`config.mk`:
```
export PLATFORM = sky130hd
export DESIGN_NAME = comp2s_seq_ctrl_flat
export DESIGN_NICKNAME = d
export VERILOG_FILES = /design/src/rtl/comp2s_seq_ctrl_if.sv /design/src/rtl/comp2s_seq_ctrl.sv /design/src/flat_wrapper.sv
export SDC_FILE = /design/constraint.sdc
export NUM_CORES = 1
export LEC_CHECK = 0
export CORE_UTILIZATION = 46
export DETAILED_ROUTE_END_ITERATION = 7
export PLACE_DENSITY = 0.78
export SETUP_SLACK_MARGIN = 0.15
export SYNTH_ARGS = -nofsm -noshare
export SYNTH_HDL_FRONTEND = slang
export SYNTH_SLANG_ARGS = --single-unit
```
`constraint.sdc`:
```
create_clock -name clk -period 2.2 [get_ports clk]
set_clock_uncertainty 0.2 [all_clocks]
set_input_delay 0.55 -clock clk [delete_from_list [all_inputs] [get_ports clk]]
set_output_delay 0.55 -clock clk [all_outputs]
set_load 0.02 [all_outputs]
```
`src/rtl/comp2s_seq_ctrl_if.sv`:
```
// Request-side bus of the nibble-serial two's-complement sequencer.
// The master issues start/operand; the slave returns status and the held result.
interface comp2s_seq_ctrl_if #(
  parameter int NIBBLES = 4
) ();
  logic                   start;
  logic [4*NIBBLES-1:0]   operand;
  logic                   busy;
  logic                   done;
  logic [4*NIBBLES-1:0]   result;
  logic                   ovf;
  logic                   zero;

  modport master (
    output start, operand,
    input  busy, done, result, ovf, zero
  );

  modport slave (
    input  start, operand,
    output busy, done, result, ovf, zero
  );
endinterface

```
`src/rtl/comp2s_seq_ctrl.sv`:
```
// Negates a W-bit operand by walking a shared 4-bit ~A+Cin unit from the low nibble up,
// chaining its carry and assembling the result one nibble per cycle.
//
// state | meaning
// IDLE  | waiting for start; comp_* held at 0
// RUN   | one nibble per cycle through the external 4-bit unit
// DONE  | one-cycle done pulse; result/ovf/zero valid and held afterwards
module comp2s_seq_ctrl #(
  parameter int NIBBLES = 4
) (
  input  logic               clk,
  input  logic               rst_n,
  comp2s_seq_ctrl_if.slave   req,
  output logic [3:0]         comp_a,
  output logic               comp_cin,
  input  logic [3:0]         comp_b,
  input  logic               comp_cout
);
  localparam int IW = (NIBBLES > 1) ? $clog2(NIBBLES) : 1;
  localparam logic [IW-1:0] LAST_IDX = IW'(NIBBLES - 1);

  typedef enum logic [1:0] {
    IDLE = 2'd0,
    RUN  = 2'd1,
    DONE = 2'd2
  } state_t;

  state_t                   state, state_nxt;
  logic [IW-1:0]            idx;
  logic                     carry;
  logic [NIBBLES-1:0][3:0]  op_reg;
  logic [NIBBLES-1:0][3:0]  res_reg;
  logic                     ovf_reg;
  logic                     zero_reg;
  logic                     last_nib;

  assign last_nib = (idx == LAST_IDX);

  always_ff @(posedge clk or negedge rst_n) begin
    if (!rst_n) state <= IDLE;
    else        state <= state_nxt;
  end

  always_comb begin
    state_nxt = state;
    case (state)
      IDLE:    if (req.start) state_nxt = RUN;
      RUN:     if (last_nib)  state_nxt = DONE;
      DONE:    state_nxt = IDLE;
      default: state_nxt = IDLE;
    endcase
  end

  always_comb begin
    req.busy   = (state != IDLE);
    req.done   = (state == DONE);
    req.result = res_reg;
    req.ovf    = ovf_reg;
    req.zero   = zero_reg;
    comp_a     = 4'h0;
    comp_cin   = 1'b0;
    if (state == RUN) begin
      comp_a   = op_reg[idx];
      comp_cin = carry;
    end
  end

  // The 4-bit unit is combinational, so its answer is captured in the cycle it is driven.
  always_ff @(posedge clk or negedge rst_n) begin
    if (!rst_n) begin
      idx      <= '0;
      carry    <= 1'b0;
      op_reg   <= '0;
      res_reg  <= '0;
      ovf_reg  <= 1'b0;
      zero_reg <= 1'b0;
    end else begin
      case (state)
        IDLE: begin
          if (req.start) begin
            op_reg   <= req.operand;
            idx      <= '0;
            carry    <= 1'b1;
            res_reg  <= '0;
            ovf_reg  <= 1'b0;
            zero_reg <= 1'b0;
          end
        end
        RUN: begin
          res_reg[idx] <= comp_b;
          carry        <= comp_cout;
          idx          <= idx + IW'(1);
          if (last_nib) begin
            // Final carry out is set only when every nibble was zero.
            zero_reg <= comp_cout;
            ovf_reg  <= op_reg[NIBBLES-1][3] & comp_b[3];
          end
        end
        default: ;
      endcase
    end
  end
endmodule

```
`src/flat_wrapper.sv`:
```
// flat-port wrapper written by rule: the top's interface ports become plain ports
module comp2s_seq_ctrl_flat 
#(
  parameter int NIBBLES = 4
)
  (clk, rst_n, comp_a, comp_cin, comp_b, comp_cout, req_start, req_operand, req_busy, req_done, req_result, req_ovf, req_zero);
  comp2s_seq_ctrl_if #(.NIBBLES(NIBBLES)) req_i ();
  input  logic clk;
  input  logic rst_n;
  output logic [3:0] comp_a;
  output logic comp_cin;
  input  logic [3:0] comp_b;
  input  logic comp_cout;
  input wire logic [$bits(req_i.start)-1:0] req_start;
  input wire logic [$bits(req_i.operand)-1:0] req_operand;
  output wire logic [$bits(req_i.busy)-1:0] req_busy;
  output wire logic [$bits(req_i.done)-1:0] req_done;
  output wire logic [$bits(req_i.result)-1:0] req_result;
  output wire logic [$bits(req_i.ovf)-1:0] req_ovf;
  output wire logic [$bits(req_i.zero)-1:0] req_zero;
  assign req_i.start = req_start;
  assign req_i.operand = req_operand;
  assign req_busy = req_i.busy;
  assign req_done = req_i.done;
  assign req_result = req_i.result;
  assign req_ovf = req_i.ovf;
  assign req_zero = req_i.zero;
  comp2s_seq_ctrl #(.NIBBLES(NIBBLES)) u_core (.clk(clk), .rst_n(rst_n), .req(req_i), .comp_a(comp_a), .comp_cin(comp_cin), .comp_b(comp_b), .comp_cout(comp_cout));
endmodule
```
==> qor.log <==
INFO  yosys          number_of_enable_flip_flop_cells_after_synthesis=0
INFO  cells_and_area fillCellCount=241
INFO  global_routing antenna_found_initial=0
INFO  placement      gp_routability_congestion=0.725
INFO  yosys          synth_top_area_share=58.9%
INFO  worst_hold_path kind_of_path_behind_the_tightest_hold_check=reg -> reg
INFO  timing         share_of_the_clock_period_used_by_the_worst_path=108%
INFO  timing         fmax=420MHz
INFO  yosys          synthDistinctLibCells=22
INFO  power_and_ir_drop leakagePower=1.12nW
INFO  timing         rsz0062_at_grt=true
INFO  power_and_ir_drop power_switching_share=35.9%
INFO  outcome        violations_in_the_final_reports=negative setup slack
INFO  run            drv.max_cap_violation_count=0
INFO  critical_path  critical_path.endpoint=comp_a[2]
INFO  timing         final-max-slew-violation-count=0
INFO  cells_and_area fin_nets=205
INFO  yosys          postSynthRegisterBits=39
INFO  timing         timing_worst_slew_pin_value=485ps
INFO  route          routed_via_density=5.38
INFO  cells_and_area antenna_cells=0
INFO  die            start_util=48.9%
INFO  clocking       clock_tree.buffer_depth=2
INFO  critical_path  timing.critical_path.required=1450ps
INFO  cells_and_area drive_above_1_share=33.3%
INFO  critical_path  timing_startpoint_of_the_critical_path=u_core.idx[0]
INFO  cells_and_area final_core_util=70.6%
INFO  route          route.antenna.remaining_nets=0
INFO  critical_path  timing.critical_path.from_type=flop
INFO  yosys          mappedNetlistArea=1660squm
INFO  power_and_ir_drop largest_vdd_supply_drop=0.758mV
INFO  yosys          async_reset_ff_share=100%
INFO  placement      place_ws=-202ps
INFO  clocking       clock_latency=350ps
INFO  critical_path  data_arrival_time_of_the_critical_path=1630ps
INFO  global_routing grt_pass1_wl=5.73mm
INFO  route          drt_drc_violations_left=0
INFO  die            pin_count=49
INFO  route          firstDrtPassIters=4
INFO  yosys          yosysWarningCount=0
INFO  route          vias=1199
INFO  global_routing grt_start_max_net_pins=25
INFO  placement      dp_hpwl=2.62mm
INFO  die            core_area=3390squm
INFO  timing         fin_crit=2380ps
INFO  power_and_ir_drop post-layout-total-power=3.50mW
INFO  route          drt_iter0_markers=44
INFO  power_and_ir_drop intPower=2.24mW
INFO  global_routing grt_overflow=0
INFO  clocking       clock-root-buffer=sky130_fd_sc_hd__clkbuf_4
INFO  yosys          synthesis.instances=112
INFO  yosys          synthesis.area_per_instance=14.8squm
INFO  critical_path  rr_endpoint=u_core.req.result[12]
INFO  power_and_ir_drop p_per_area=1460nW/um^2
INFO  global_routing globalRouteTotalUtil=21.4%
INFO  critical_path  cp_max_fo=3
INFO  critical_path  crit_type=reg -> out
INFO  critical_path  max_stage_delay=490ps
INFO  cells_and_area area_growth=44.4%
INFO  critical_path  crit_path_cell_trace=buf_6 > mux4_2 > and2_4 > buf_6
INFO  clocking       cts-htree-levels=2
INFO  timing         fin_hold_ws=297ps
INFO  power_and_ir_drop clock_power_share=10.4%
INFO  yosys          most_numerous_cell_in_the_yosys_netlist=sky130_fd_sc_hd__dfrtp_1
INFO  power_and_ir_drop net_switching_component_of_the_power=1.25mW
INFO  placement      port_buffer_count=48
INFO  critical_path  crit-reg2reg-launch=u_core.idx[0]
INFO  clocking       number_of_cts_inserted_buffers=5
INFO  route          wl_per_cell=15.7um
INFO  clocking       clock-sinks=39
INFO  clocking       cts_tree=done
INFO  die            dieArea=3850squm
INFO  yosys          seq_area_frac_synth=58.9%
INFO  yosys          yosysTopAreaCell=sky130_fd_sc_hd__dfrtp_1
INFO  clocking       clkSlewWorstSetupHoldPaths=110ps
INFO  yosys          synth_top_cells_by_area=sky130_fd_sc_hd__dfrtp_1, sky130_fd_sc_hd__mux2_2, sky130_fd_sc_hd__a32o_1
INFO  critical_path  crit_path_frequent_cell=sky130_fd_sc_hd__buf_6
INFO  yosys          yosys_most_used_dff=sky130_fd_sc_hd__dfrtp_1
INFO  yosys          net_count_synth=140
INFO  global_routing first_global_vias=1252
INFO  power_and_ir_drop p_seq_share=34.2%
INFO  die            floorplan.die.width=62.0um
INFO  critical_path  timing.reg2reg.worst_path_depth=6
INFO  route          wirelength=3.50mm
INFO  die            die_h=62.0um
INFO  critical_path  regToRegSetupSlack=270ps
INFO  power_and_ir_drop p_comb_share=55.4%
INFO  timing         final_hold_viol_count=0
INFO  die            placementRows=21
INFO  timing         postLayoutSetupSlackWorst=-178ps
INFO  timing         setup-violations-final=4
INFO  outcome        status=complete, but fails checks
INFO  critical_path  critical_path.endpoint_type=output pin
INFO  timing         worst_slew_margin_rel=67.6%
INFO  critical_path  critical-path-slowest-cell=sky130_fd_sc_hd__mux4_2
INFO  yosys          ys_top_cells_by_count=sky130_fd_sc_hd__dfrtp_1, sky130_fd_sc_hd__mux2_2, sky130_fd_sc_hd__a32o_1
layout by cell type, fill, tap and decap left out:
cell type	Yosys	routed
sky130_fd_sc_hd__dfrtp_1	39	39
sky130_fd_sc_hd__clkdlybuf4s50_1	0	22
sky130_fd_sc_hd__dlygate4sd2_1	0	18
sky130_fd_sc_hd__mux2_2	16	16
sky130_fd_sc_hd__a32o_1	13	13
sky130_fd_sc_hd__buf_6	0	12
sky130_fd_sc_hd__buf_4	1	7
sky130_fd_sc_hd__and2_4	0	5
sky130_fd_sc_hd__a22o_1	5	5
sky130_fd_sc_hd__clkbuf_4	0	5
sky130_fd_sc_hd__mux4_2	4	4
sky130_fd_sc_hd__ha_1	4	4
sky130_fd_sc_hd__a21oi_1	3	3
sky130_fd_sc_hd__nand2_1	3	3
sky130_fd_sc_hd__inv_1	2	2
sky130_fd_sc_hd__o21ai_0	2	2
sky130_fd_sc_hd__buf_12	0	2
sky130_fd_sc_hd__nor2b_4	0	1
sky130_fd_sc_hd__or2_4	0	1
sky130_fd_sc_hd__nor2b_1	2	1
sky130_fd_sc_hd__nor3b_4	1	1
sky130_fd_sc_hd__and3b_1	1	1
sky130_fd_sc_hd__nor2_2	1	1
sky130_fd_sc_hd__nand2b_1	1	1
sky130_fd_sc_hd__o21bai_1	1	1
sky130_fd_sc_hd__or3_1	1	1
sky130_fd_sc_hd__o31ai_1	1	1
sky130_fd_sc_hd__clkbuf_8	0	1
sky130_fd_sc_hd__clkinv_2	0	1
sky130_fd_sc_hd__dlygate4sd3_1	0	1
sky130_fd_sc_hd__buf_2	5	1
sky130_fd_sc_hd__clkdlybuf4s15_2	0	1
how the worst min path moves through the flow:
stage / slack, ps / startpoint / depth (start not counted) / to
CTS: 300 / u_core.req.result[2] / 1 / u_core.req.result[2]
detailed placement: 280 / u_core.req.result[2] / 1 / u_core.req.result[2]
global placement: 280 / u_core.req.result[11] / 1 / u_core.req.result[11]
floorplan: 50 / rst_n / 0 / u_core.carry
global route: 330 / u_core.req.result[12] / 1 / u_core.req.result[12]
finish: 300 / u_core.req.result[9] / 1 / u_core.req.result[9]
through the flow:
step | setup TNS (ps) | instances | area, sq um
floorplan | 0 | 112 | 1660
global route | -1020 | 223 | 2390
detailed placement | -788 | 213 | 2280
global placement | -744 | 213 | 2280
CTS | -718 | 222 | 2380
finish | -678 | 223 | 2390
routing by layer:
| layer | vias up | wire length (um) | share of wire [%] | global-route usage, % |
|---|---|---|---|---|
| met5 | - | 0 | 0 | 0 |
| met4 | 0 | 88 | 2.5 | 10.5 |
| met3 | 8 | 129 | 3.7 | 5.59 |
| met2 | 31 | 1770 | 50 | 33.4 |
| met1 | 604 | 1510 | 43 | 27.7 |
| li1 | 556 | - | - | - |
area by class of cell:
| type | instances | area (sq um) | share of cell area, % |
|---|---|---|---|
| Sequential cell | 39 | 976 | 40.8 |
| Multi-Input combinational cell | 65 | 664 | 27.8 |
| Timing Repair Buffer | 64 | 632 | 26.4 |
| Tap cell | 46 | 57.6 | 2.40 |
| Clock buffer | 6 | 51.3 | 2.14 |
| Inverter | 2 | 7.51 | 0.314 |
| Clock inverter | 1 | 5.00 | 0.209 |
logic make-up (layout without fill, tap and decap cells):
group,after synthesis,after routing,synth area share (%)
DFF,39,39,58.9
and+or+nand+nor,16,16,6.49
AOI/OAI and AO/OA,25,25,12.9
muxes,20,20,16.3
buffers and inverters,8,73,2.42
adders and majority gates,4,4,3.02
power by group through the flow:
stage	registers, mW	clock network, mW	logic, mW
final	1.20	0.365	1.94
after global routing	1.24	0.402	2.09
after CTS	1.20	0.373	1.94
after detailed placement	1.21	0	1.86
after global placement	1.20	0	1.80
after floorplan	1.32	0	0.947
worst max-delay path, delay by kind of cell, from the launching register on:
| family | cells | cell delay [ps] |
|---|---|---|
| buffers and inverters | 2 | 250 |
| flip-flops | 1 | 390 |
| multiplexers | 1 | 490 |
| AND/OR/NAND/NOR | 1 | 150 |
repair_timing:
item / in CTS / in global routing
gates resized for setup: 70 / 1
hold buffers: 1 / 0
endpoints found under the hold margin: 20 / 0
setup buffers: 1 / 1
pin swaps: 5 / 1
endpoints found under the setup margin: 25 / 7
(Power assumes the default switching activity.)
